`config.mk`:
```
export PLATFORM = sky130hd
export DESIGN_NAME = mem_port_arbiter_flat
export DESIGN_NICKNAME = d
export VERILOG_FILES = /design/src/rtl/cpu_mem_pkg.sv /design/src/rtl/mem_port_arbiter_if.sv /design/src/rtl/memarb_timeout_ctr.sv /design/src/rtl/mem_port_arbiter.sv /design/src/flat_wrapper.sv
export SDC_FILE = /design/constraint.sdc
export NUM_CORES = 1
export LEC_CHECK = 0
export BUFFER_PORTS_ARGS = -buffer_cell sky130_fd_sc_hd__buf_2
export CORE_ASPECT_RATIO = 0.75
export CORE_MARGIN = 2
export CORE_UTILIZATION = 42
export CTS_CLUSTER_DIAMETER = 80
export DETAILED_ROUTE_END_ITERATION = 8
export PLACE_DENSITY_LB_ADDON = 0.2
export SYNTH_ARGS = -nofsm -noshare
export SYNTH_HDL_FRONTEND = slang
export SYNTH_SLANG_ARGS = --single-unit
```
`constraint.sdc`:
```
create_clock -name clk -period 1.75 [get_ports clk]
set_input_delay 0.525 -clock clk [delete_from_list [all_inputs] [get_ports clk]]
set_output_delay 0.525 -clock clk [all_outputs]
set_load 0.01 [all_outputs]
```
`src/rtl/cpu_mem_pkg.sv`:
```
// Shared types, width defaults and constants for the fetch/data memory-port arbiter.
package cpu_mem_pkg;

   localparam int ADDR_W_DEF = 32;
   localparam int DATA_W_DEF = 32;

   // Read data returned to a requester whose transaction was aborted.
   localparam logic [DATA_W_DEF-1:0] ABORT_RDATA = 32'h0000_0000;

   typedef enum logic [2:0] {
      IDLE    = 3'd0,
      BUSY_IF = 3'd1,
      BUSY_DM = 3'd2,
      DONE_IF = 3'd3,
      DONE_DM = 3'd4
   } arb_state_t;

   function automatic int ctr_width(input int term);
      return (term > 32'sd255) ? $clog2(term + 32'sd1) : 32'sd8;
   endfunction

endpackage

```
`src/rtl/mem_port_arbiter_if.sv`:
```
// Bundle of the fetch port, data port and memory port seen by mem_port_arbiter.
// slave = arbiter view, master = pipeline/memory environment view.
interface mem_port_arbiter_if
   import cpu_mem_pkg::*;
#(
   parameter int ADDR_W = ADDR_W_DEF,
   parameter int DATA_W = DATA_W_DEF
);
   logic              if_req;
   logic [ADDR_W-1:0] if_addr;
   logic [DATA_W-1:0] if_rdata;
   logic              if_valid;
   logic              dm_req;
   logic              dm_we;
   logic [ADDR_W-1:0] dm_addr;
   logic [DATA_W-1:0] dm_wdata;
   logic [DATA_W-1:0] dm_rdata;
   logic              dm_valid;
   logic              mem_req;
   logic              mem_we;
   logic [ADDR_W-1:0] mem_addr;
   logic [DATA_W-1:0] mem_wdata;
   logic [DATA_W-1:0] mem_rdata;
   logic              mem_ack;
   logic              stall_if;
   logic              stall_dm;
   logic              timeout_err;

   modport slave (
      input  if_req, if_addr, dm_req, dm_we, dm_addr, dm_wdata, mem_rdata, mem_ack,
      output if_rdata, if_valid, dm_rdata, dm_valid, mem_req, mem_we, mem_addr,
             mem_wdata, stall_if, stall_dm, timeout_err
   );

   modport master (
      output if_req, if_addr, dm_req, dm_we, dm_addr, dm_wdata, mem_rdata, mem_ack,
      input  if_rdata, if_valid, dm_rdata, dm_valid, mem_req, mem_we, mem_addr,
             mem_wdata, stall_if, stall_dm, timeout_err
   );

endinterface

```
`src/rtl/memarb_timeout_ctr.sv`:
```
// BUSY-cycle watchdog counter for mem_port_arbiter; exists only when MEMARB_TIMEOUT_EN
// is defined. tc_o is high while the count equals TERM-1 (the TERM-th waiting cycle).
`ifdef MEMARB_TIMEOUT_EN
module memarb_timeout_ctr #(
   parameter int CNT_W = 8,
   parameter int TERM  = 255
) (
   input  logic clk_i,
   input  logic rst_ni,
   input  logic clr_i,
   input  logic en_i,
   output logic tc_o
);
   logic [CNT_W-1:0] cnt_q;
   logic [CNT_W-1:0] cnt_d;

   // Clear has priority so a fresh grant always starts from zero.
   always_comb begin
      if (clr_i) begin
         cnt_d = {CNT_W{1'b0}};
      end else if (en_i) begin
         cnt_d = cnt_q + CNT_W'(1);
      end else begin
         cnt_d = cnt_q;
      end
   end

   // Count register.
   always_ff @(posedge clk_i or negedge rst_ni) begin
      if (!rst_ni) begin
         cnt_q <= {CNT_W{1'b0}};
      end else begin
         cnt_q <= cnt_d;
      end
   end

   assign tc_o = (cnt_q == CNT_W'(TERM - 32'sd1));

endmodule
`endif

```
`src/rtl/mem_port_arbiter.sv`:
```
// Shares one single-ported memory between instruction fetch and data memory stages.
// Optional BUSY watchdog with sticky timeout_err: define MEMARB_TIMEOUT_EN.
module mem_port_arbiter
   import cpu_mem_pkg::*;
#(
   parameter int ADDR_W      = ADDR_W_DEF,
   parameter int DATA_W      = DATA_W_DEF,
   parameter int TIMEOUT_CYC = 255
) (
   input  logic              clk,
   input  logic              rst_n,
   mem_port_arbiter_if.slave arb_bus
);
   localparam logic [2:0] ST_IDLE    = IDLE;
   localparam logic [2:0] ST_BUSY_IF = BUSY_IF;
   localparam logic [2:0] ST_BUSY_DM = BUSY_DM;
   localparam logic [2:0] ST_DONE_IF = DONE_IF;
   localparam logic [2:0] ST_DONE_DM = DONE_DM;

   logic [2:0]        state_q, state_d;
   logic              mem_req_q, mem_req_d;
   logic              mem_we_q, mem_we_d;
   logic [ADDR_W-1:0] mem_addr_q, mem_addr_d;
   logic [DATA_W-1:0] mem_wdata_q, mem_wdata_d;
   logic [DATA_W-1:0] if_rdata_q, if_rdata_d;
   logic [DATA_W-1:0] dm_rdata_q, dm_rdata_d;
   logic              if_valid_q, if_valid_d;
   logic              dm_valid_q, dm_valid_d;
   logic              busy_s, ack_s, abort_s, grant_if_s, grant_dm_s;

   // An ack outside BUSY (e.g. a stale one after reset) is dropped here.
   assign busy_s = (state_q == ST_BUSY_IF) || (state_q == ST_BUSY_DM);
   assign ack_s  = busy_s & arb_bus.mem_ack;

`ifdef MEMARB_TIMEOUT_EN
   localparam int CNT_W = ctr_width(TIMEOUT_CYC);
   logic tc_s;
   logic err_q, err_d;

   memarb_timeout_ctr #(
      .CNT_W (CNT_W),
      .TERM  (TIMEOUT_CYC)
   ) u_timeout_ctr (
      .clk_i  (clk),
      .rst_ni (rst_n),
      .clr_i  (grant_if_s | grant_dm_s),
      .en_i   (busy_s & ~arb_bus.mem_ack),
      .tc_o   (tc_s)
   );

   assign abort_s = busy_s & ~arb_bus.mem_ack & tc_s;
   assign err_d   = err_q | abort_s;

   // Sticky abort flag, cleared only by reset.
   always_ff @(posedge clk or negedge rst_n) begin
      if (!rst_n) begin
         err_q <= 1'b0;
      end else begin
         err_q <= err_d;
      end
   end

   assign arb_bus.timeout_err = err_q;
`else
   logic unused_timeout_s;
   assign unused_timeout_s    = (TIMEOUT_CYC == 32'sd0);
   assign abort_s             = 1'b0;
   assign arb_bus.timeout_err = 1'b0;
`endif

   // Grant sequencing; DM wins in IDLE, and a DONE state only considers the other port.
   always_comb begin
      state_d = state_q;
      case (state_q)
         ST_IDLE: begin
            if (arb_bus.dm_req) begin
               state_d = ST_BUSY_DM;
            end else if (arb_bus.if_req) begin
               state_d = ST_BUSY_IF;
            end else begin
               state_d = ST_IDLE;
            end
         end
         ST_BUSY_IF: begin
            if (ack_s || abort_s) state_d = ST_DONE_IF;
            else                  state_d = ST_BUSY_IF;
         end
         ST_BUSY_DM: begin
            if (ack_s || abort_s) state_d = ST_DONE_DM;
            else                  state_d = ST_BUSY_DM;
         end
         ST_DONE_IF: begin
            if (arb_bus.dm_req) state_d = ST_BUSY_DM;
            else                state_d = ST_IDLE;
         end
         ST_DONE_DM: begin
            if (arb_bus.if_req) state_d = ST_BUSY_IF;
            else                state_d = ST_IDLE;
         end
         default: state_d = ST_IDLE;
      endcase
   end

   assign grant_if_s = (state_d == ST_BUSY_IF) && (state_q != ST_BUSY_IF);
   assign grant_dm_s = (state_d == ST_BUSY_DM) && (state_q != ST_BUSY_DM);

   // Memory-side fields are latched at grant so they stay stable through BUSY.
   always_comb begin
      mem_req_d   = (state_d == ST_BUSY_IF) || (state_d == ST_BUSY_DM);
      if_valid_d  = (state_d == ST_DONE_IF);
      dm_valid_d  = (state_d == ST_DONE_DM);
      mem_addr_d  = mem_addr_q;
      mem_wdata_d = mem_wdata_q;
      mem_we_d    = mem_we_q;
      if (grant_dm_s) begin
         mem_addr_d  = arb_bus.dm_addr;
         mem_wdata_d = arb_bus.dm_wdata;
         mem_we_d    = arb_bus.dm_we;
      end else if (grant_if_s) begin
         mem_addr_d  = arb_bus.if_addr;
         mem_we_d    = 1'b0;
      end else if (!mem_req_d) begin
         mem_we_d    = 1'b0;
      end else begin
         mem_we_d    = mem_we_q;
      end

      if_rdata_d = if_rdata_q;
      dm_rdata_d = dm_rdata_q;
      if (abort_s) begin
         if (state_q == ST_BUSY_IF) if_rdata_d = DATA_W'(ABORT_RDATA);
         else                       dm_rdata_d = DATA_W'(ABORT_RDATA);
      end else if (ack_s && !mem_we_q) begin
         if (state_q == ST_BUSY_IF) if_rdata_d = arb_bus.mem_rdata;
         else                       dm_rdata_d = arb_bus.mem_rdata;
      end else begin
         if_rdata_d = if_rdata_q;
         dm_rdata_d = dm_rdata_q;
      end
   end

   // State and registered outputs.
   always_ff @(posedge clk or negedge rst_n) begin
      if (!rst_n) begin
         state_q     <= ST_IDLE;
         mem_req_q   <= 1'b0;
         mem_we_q    <= 1'b0;
         mem_addr_q  <= {ADDR_W{1'b0}};
         mem_wdata_q <= {DATA_W{1'b0}};
         if_rdata_q  <= {DATA_W{1'b0}};
         dm_rdata_q  <= {DATA_W{1'b0}};
         if_valid_q  <= 1'b0;
         dm_valid_q  <= 1'b0;
      end else begin
         state_q     <= state_d;
         mem_req_q   <= mem_req_d;
         mem_we_q    <= mem_we_d;
         mem_addr_q  <= mem_addr_d;
         mem_wdata_q <= mem_wdata_d;
         if_rdata_q  <= if_rdata_d;
         dm_rdata_q  <= dm_rdata_d;
         if_valid_q  <= if_valid_d;
         dm_valid_q  <= dm_valid_d;
      end
   end

   assign arb_bus.mem_req   = mem_req_q;
   assign arb_bus.mem_we    = mem_we_q;
   assign arb_bus.mem_addr  = mem_addr_q;
   assign arb_bus.mem_wdata = mem_wdata_q;
   assign arb_bus.if_rdata  = if_rdata_q;
   assign arb_bus.dm_rdata  = dm_rdata_q;
   assign arb_bus.if_valid  = if_valid_q;
   assign arb_bus.dm_valid  = dm_valid_q;
   // Stalls drop combinationally in the valid cycle so the pipeline advances on that edge.
   assign arb_bus.stall_if  = arb_bus.if_req & ~if_valid_q;
   assign arb_bus.stall_dm  = arb_bus.dm_req & ~dm_valid_q;

endmodule

```
`src/flat_wrapper.sv`:
```
// flat-port wrapper written by rule: the top's interface ports become plain ports
module mem_port_arbiter_flat import cpu_mem_pkg::*;
#(
   parameter int ADDR_W      = ADDR_W_DEF,
   parameter int DATA_W      = DATA_W_DEF,
   parameter int TIMEOUT_CYC = 255
)
  (clk, rst_n, arb_bus_if_req, arb_bus_if_addr, arb_bus_dm_req, arb_bus_dm_we, arb_bus_dm_addr, arb_bus_dm_wdata, arb_bus_mem_rdata, arb_bus_mem_ack, arb_bus_if_rdata, arb_bus_if_valid, arb_bus_dm_rdata, arb_bus_dm_valid, arb_bus_mem_req, arb_bus_mem_we, arb_bus_mem_addr, arb_bus_mem_wdata, arb_bus_stall_if, arb_bus_stall_dm, arb_bus_timeout_err);
  mem_port_arbiter_if #(.ADDR_W(ADDR_W), .DATA_W(DATA_W)) arb_bus_i ();
  input  logic clk;
  input  logic rst_n;
  input wire logic [$bits(arb_bus_i.if_req)-1:0] arb_bus_if_req;
  input wire logic [$bits(arb_bus_i.if_addr)-1:0] arb_bus_if_addr;
  input wire logic [$bits(arb_bus_i.dm_req)-1:0] arb_bus_dm_req;
  input wire logic [$bits(arb_bus_i.dm_we)-1:0] arb_bus_dm_we;
  input wire logic [$bits(arb_bus_i.dm_addr)-1:0] arb_bus_dm_addr;
  input wire logic [$bits(arb_bus_i.dm_wdata)-1:0] arb_bus_dm_wdata;
  input wire logic [$bits(arb_bus_i.mem_rdata)-1:0] arb_bus_mem_rdata;
  input wire logic [$bits(arb_bus_i.mem_ack)-1:0] arb_bus_mem_ack;
  output wire logic [$bits(arb_bus_i.if_rdata)-1:0] arb_bus_if_rdata;
  output wire logic [$bits(arb_bus_i.if_valid)-1:0] arb_bus_if_valid;
  output wire logic [$bits(arb_bus_i.dm_rdata)-1:0] arb_bus_dm_rdata;
  output wire logic [$bits(arb_bus_i.dm_valid)-1:0] arb_bus_dm_valid;
  output wire logic [$bits(arb_bus_i.mem_req)-1:0] arb_bus_mem_req;
  output wire logic [$bits(arb_bus_i.mem_we)-1:0] arb_bus_mem_we;
  output wire logic [$bits(arb_bus_i.mem_addr)-1:0] arb_bus_mem_addr;
  output wire logic [$bits(arb_bus_i.mem_wdata)-1:0] arb_bus_mem_wdata;
  output wire logic [$bits(arb_bus_i.stall_if)-1:0] arb_bus_stall_if;
  output wire logic [$bits(arb_bus_i.stall_dm)-1:0] arb_bus_stall_dm;
  output wire logic [$bits(arb_bus_i.timeout_err)-1:0] arb_bus_timeout_err;
  assign arb_bus_i.if_req = arb_bus_if_req;
  assign arb_bus_i.if_addr = arb_bus_if_addr;
  assign arb_bus_i.dm_req = arb_bus_dm_req;
  assign arb_bus_i.dm_we = arb_bus_dm_we;
  assign arb_bus_i.dm_addr = arb_bus_dm_addr;
  assign arb_bus_i.dm_wdata = arb_bus_dm_wdata;
  assign arb_bus_i.mem_rdata = arb_bus_mem_rdata;
  assign arb_bus_i.mem_ack = arb_bus_mem_ack;
  assign arb_bus_if_rdata = arb_bus_i.if_rdata;
  assign arb_bus_if_valid = arb_bus_i.if_valid;
  assign arb_bus_dm_rdata = arb_bus_i.dm_rdata;
  assign arb_bus_dm_valid = arb_bus_i.dm_valid;
  assign arb_bus_mem_req = arb_bus_i.mem_req;
  assign arb_bus_mem_we = arb_bus_i.mem_we;
  assign arb_bus_mem_addr = arb_bus_i.mem_addr;
  assign arb_bus_mem_wdata = arb_bus_i.mem_wdata;
  assign arb_bus_stall_if = arb_bus_i.stall_if;
  assign arb_bus_stall_dm = arb_bus_i.stall_dm;
  assign arb_bus_timeout_err = arb_bus_i.timeout_err;
  mem_port_arbiter #(.ADDR_W(ADDR_W), .DATA_W(DATA_W), .TIMEOUT_CYC(TIMEOUT_CYC)) u_core (.clk(clk), .rst_n(rst_n), .arb_bus(arb_bus_i));
endmodule
```
Word level (Yosys, flattened, before mapping)
Cells that the tools add are included.
{"block": "classes", "n_addsub": 0, "multipliers": 0, "div_mod_pow": 0, "order_cmp": 0, "eq_ne": 11, "shifts": 0, "n_mux": 11, "n_bitwise": 6, "reduce_logical": 10}
{"cell": "$mux W32", "n": 2}
{"cell": "$pmux W3 S5", "n": 1}
{"cell": "$eq A3 B2 Y1 const B", "n": 4}
{"cell": "$eq A3 B1 Y1 const B", "n": 2}
{"cell": "$eq A3 B3 Y1 const B", "n": 2}
{"cell": "$mux W2", "n": 3}
{"cell": "$mux W1", "n": 4}
{"cell": "$reduce_and A2 Y1", "n": 2}
{"cell": "$and A1 B1 Y1", "n": 3}
{"cell": "$logic_and A1 B1 Y1", "n": 3}
{"cell": "$logic_not A3 Y1", "n": 1}
{"cell": "$mux W3", "n": 1}
{"cell": "$ne A3 B1 Y1 const B", "n": 1}
{"cell": "$ne A3 B2 Y1 const B", "n": 1}
{"cell": "$ne A3 B3 Y1 const B", "n": 1}
{"cell": "$not A1 Y1", "n": 3}
{"cell": "$logic_or A1 B1 Y1", "n": 2}
{"cell": "$reduce_bool A2 Y1", "n": 1}
{"cell": "$logic_not A1 Y1", "n": 1}
{"block": "totals", "reg_bits": 135, "latchBits": 0, "ram_bits": 0, "mem_bits_ro": 0, "in_bits": 134, "out_inout_bits": 135, "elab_cells": 47, "memories": 0}

Longest topological paths before layout
{"block": "logic_depth", "depth_word": 10, "depth_mapped": 7}

Worst setup path before layout
No wires, ideal clock.
{"block": "synth_timing", "path_type": "register to register", "from": "register u_core.state_q[0]", "to": "register u_core.mem_addr_q[10] (netlist: u_core.arb_bus.mem_addr[10])", "setup_ps": 125, "arrival_ps": 1644, "setup_slack_ps": -19, "path_stages_with_launch": 6, "synth_period_minus_slack_ps": 1769, "cell_sequence": "dfrtp_1 clkbuf_1 or2_2 o22ai_2 buf_2 mux2_2"}
{"block": "synth_between", "elab_chain_len": 8, "word_cells_on_any_way": 18, "classes_between": "eq/ne: 8; mux: 4; bitwise: 1; reduce/logical: 5"}
{"element": "start, declared", "line_no": "mem_port_arbiter.sv:20", "source": "logic [2:0] state_q, state_d;"}
{"element": "start signal, assigned", "line_no": "mem_port_arbiter.sv:155", "source": "state_q <= state_d;"}
{"element": "$eq A3 B1 Y1 / $eq A3 B2 Y1 (equally long branches)"}
{"element": "$logic_or A1 B1 Y1", "line_no": "mem_port_arbiter.sv:32", "source": "assign busy_s = (state_q == ST_BUSY_IF) || (state_q == ST_BUSY_DM);"}
{"element": "$and A1 B1 Y1", "line_no": "mem_port_arbiter.sv:33", "source": "assign ack_s = busy_s & arb_bus.mem_ack;"}
{"element": "$mux W3 / $mux W2 (equally long branches)", "line_no": "mem_port_arbiter.sv:89, mem_port_arbiter.sv:85"}
{"element": "$pmux W3 S5", "line_no": "mem_port_arbiter.sv:74", "source": "case (state_q)"}
{"element": "$eq A3 B2 Y1 / $eq A3 B1 Y1 (equally long branches)", "line_no": "mem_port_arbiter.sv:105, mem_port_arbiter.sv:104"}
{"element": "$logic_and A1 B1 Y1, on equally long branches", "line_no": "mem_port_arbiter.sv:105, mem_port_arbiter.sv:104"}
{"element": "$mux W32 / $reduce_bool A2 Y1 (equally long branches)"}
{"element": "end signal, assigned", "line_no": "mem_port_arbiter.sv:148", "source": "mem_addr_q <= {ADDR_W{1'b0}};"}
{"element": "end signal, assigned", "line_no": "mem_port_arbiter.sv:158", "source": "mem_addr_q <= mem_addr_d;"}
{"element": "end, declared", "line_no": "mem_port_arbiter.sv:23", "source": "logic [ADDR_W-1:0] mem_addr_q, mem_addr_d;"}
Parallel ways exist; a longest one is shown, timed or not.
A chain may end at the register's enable or synchronous reset.

Worst setup path in the final report
{"block": "layout_timing", "from": "register u_core.state_q[0]", "to": "register u_core.mem_addr_q[23] (netlist: u_core.arb_bus.mem_addr[23])"}
Same word-level chain as after synthesis.

==> impl_metrics.csv <==
group,metric,value,unit
die,die_x,137,µm
cells_and_area,synthToLayoutAreaGrowth,44.6,%
clock_network,cts_sinks,135,
drt,drt_iter0_markers,118,
setup_path,path_common_cell,"mux2_4",
pwr,p_int,11000,µW
clock_network,tritoncts,"built",
sta,finalMaxSlewViolations,0,
cells_and_area,stdcell_area,8110,µm²
drt,vias,3947,
die,core_area,13000,µm²
pwr,p_per_area,2000,nW/µm²
pwr,leakage,0.00410,µW
synthesis,yosys-top-cells-count,"138 x mux2_2, 135 x dfrtp_1, 24 x mux2_4, 11 x buf_2, 6 x nor2_1",
sta,finalCriticalPeriod,1710,ps
cells_and_area,n_antenna_cell,0,
synthesis,syn_avg_cell_area,16.2,µm²
cells_and_area,seqCellArea,3380,µm²
setup_path,critPathMaxStageDelay,390,ps
clock_network,clock_latency,410,ps
synthesis,synth_top_flop_cell,"dfrtp_1",
synthesis,yosysMostFrequentCell,"mux2_2",
setup_path,worst_setup_path_start_kind,"flip-flop",
synthesis,synth_top_area_share,60.3,%
job,maxCapViolations,0,
synthesis,yosysSeqAreaShare,60.3,%
clock_network,htree_levels,4,
sta,rsz0062_at_grt,"true",
die,die-area,14300,µm²
synthesis,synth_fp_nets,480,
setup_path,critPathBufInv,1,
setup_path,cp-end-kind,"flip-flop",
global_routing,grt_overflow_total,0,
cells_and_area,drive_gt1_share,75.5,%
cells_and_area,nNetsFinal,779,
global_routing,grt_pass1_wl,22000,µm
pwr,switchingPower,5160,µW
clock_network,clock_path_buffers,2,
sta,fin_crit_sh,97.9,%
setup_path,slowest_stage,"dfrtp_1",
pwr,fin_total_pwr,16200,µW
die,rows,36,
clock_network,path_clk_slew,60,ps
drt,drt-total-wl,13900,µm
setup_path,critPathMaxFanout,20,
die,die_h,104,µm
synthesis,synth_edf_count,0,
clock_network,numCtsBuffers,17,
synthesis,ys_ff_latch,135,
sta,hold_ws,19.1,ps
global_routing,antenna_found_initial,0,
place,place_area,7360,µm²
setup_path,crit_required,2040,ps
synthesis,synth_cell_types,25,
pwr,p_sw_share,31.9,%
sta,finalHoldViolCount,0,
setup_path,cp_top_family,"multiplexers",
drt,route.detailed.drc,0,
cells_and_area,final_util,62.3,%
place,dp_slack,-168,ps
pwr,clkPwrFrac,21.5,%
setup_path,crit_chain,"xor2_1, or2_4, buf_12, mux2_4, mux2_4",
sta,setup_slack,37.2,ps
drt,wl_per_cell,16.7,µm
setup_path,critical_path_class,"flip-flop to flip-flop",
drt,routed_via_density,4.76,
synthesis,synthesis.area,5600,µm²
synthesis,ys_warn_count,0,
cells_and_area,multi_input_area,2150,µm²
sta,max_clock_freq,584,MHz
die,ioPinCount,269,
drt,first_pass_iters,4,
pwr,comb_power_share,44.5,%
synthesis,async_reset_ff_share,100,%
place,io_buffers,267,
drt,ant_nets,0,
hold_path,hp-class,"input port to asynchronous set/reset pin",
global_routing,grt_max_degree,39,
clock_network,cts_root_buf,"clkbuf_16",
synthesis,post-synth-top-area-cell,"dfrtp_1",
die,start_util,43.1,%
pwr,p_seq_share,34.0,%
pwr,ir_worst_vdd,0.000873,V
cells_and_area,fillCellCount,1033,
synthesis,synth_area_leaders,"dfrtp_1 60%, mux2_2 28%, mux2_4 6.4%, buf_2 0.98%, buf_6 0.60%",
global_routing,grt_pass1_vias,4239,
status,status,"complete, no violations",
setup_path,cp.arrival,2000,ps
sta,setup_viol,0,
place,dp_hpwl,10100,µm
place,gp_congestion,0.768,
synthesis,syn_inst,346,
global_routing,grt_usage,20.0,%
sta,clock_skew,10.4,ps
-- placed cells by master, fill, tap and decap left out, types with 3 or more instances in the layout --
master and count:
inv_1 3, clkbuf_16 18, mux2_2 128, clkbuf_8 5, buf_4 16, dfrtp_1 135, buf_6 5, mux2_4 34
buf_12 10, nor3b_1 3, nor2_1 6, buf_2 266
-- worst register-to-register path, cell delays in order, from the launching register on --
cell and delay [ps]:
dfrtp_1 390, xor2_1 180, or2_4 280, buf_12 170, mux2_4 320, mux2_4 260
-- logic make-up after synthesis --
group           Yosys count  synth area share, %
compound gates            5                0.759
xor+xnor                  1                0.156
buf+inv                  22                 2.32
flops                   135                 60.3
mux                     164                 34.5
other cells               1               0.0669
simple gates             18                 1.90
-- final timing paths --
check	from	to	slack, ps	depth (start not counted)
hold reg to reg	u_core.arb_bus.mem_wdata[16]	u_core.arb_bus.mem_wdata[16]	500	1
hold / removal	rst_n	u_core.arb_bus.dm_rdata[26]	20	1
min in group clk	arb_bus_dm_we	u_core.arb_bus.mem_we	340	2
setup / recovery	u_core.state_q[0]	u_core.arb_bus.mem_addr[23]	40	5
max in group asynchronous	rst_n	u_core.arb_bus.mem_addr[19]	1200	2
setup reg to reg	u_core.state_q[0]	u_core.arb_bus.mem_addr[23]	40	5
-- state kept, by name (all words and copies together), names as in the netlist --
register	cells
u_core.arb_bus.dm_rdata	32
u_core.arb_bus.if_rdata	32
u_core.arb_bus.mem_addr	32
u_core.arb_bus.mem_wdata	32
u_core.state_q	3
u_core.arb_bus.dm_valid	1
u_core.arb_bus.if_valid	1
u_core.arb_bus.mem_req	1
u_core.arb_bus.mem_we	1
-- through the flow --
| step | cells | TNS (ps) |
|---|---|---|
| 4_1_cts | 826 | 0 |
| 3_5_place_dp | 791 | -7460 |
| 3_3_place_gp | 791 | -6530 |
| 2_1_floorplan | 346 | -7.94 |
| 6_report | 829 | 0 |
| 5_1_grt | 829 | -145 |
-- final cells by class --
cell class / instances / area share, %
Clock inverter: 9 / 1.11
Timing Repair Buffer: 299 / 21.8
Clock buffer: 23 / 6.14
Multi-Input combinational cell: 189 / 26.5
Sequential cell: 135 / 41.7
Tap cell: 171 / 2.64
Inverter: 3 / 0.139
-- layer usage --
layer	track usage (%)	part of all wire, %	up-vias
met2	33.5	50	161
li1	-	-	1830
met5	0	0	-
met1	23.4	40	1942
met4	5.96	1.1	0
met3	8.28	9.0	14
-- power groups by stage --
stage / combinational [µW] / clock (µW) / sequential, µW
finish: 7200 / 3480 / 5500
global route: 7740 / 3750 / 5710
CTS: 7040 / 3570 / 5500
detailed placement: 6800 / 0 / 5510
global placement: 6630 / 0 / 5450
floorplan: 3290 / 0 / 6250
-- repair_timing --
action | in CTS | in global routing
buffers inserted | 2 | 2
hold buffers | 0 | 0
setup endpoints to repair | 25 | 44
hold endpoints to repair | 0 | 0
cloned | 1 | 1
pin swaps | 1 | 3
resized for setup | 3 | 14
(Power assumes the default switching activity.)
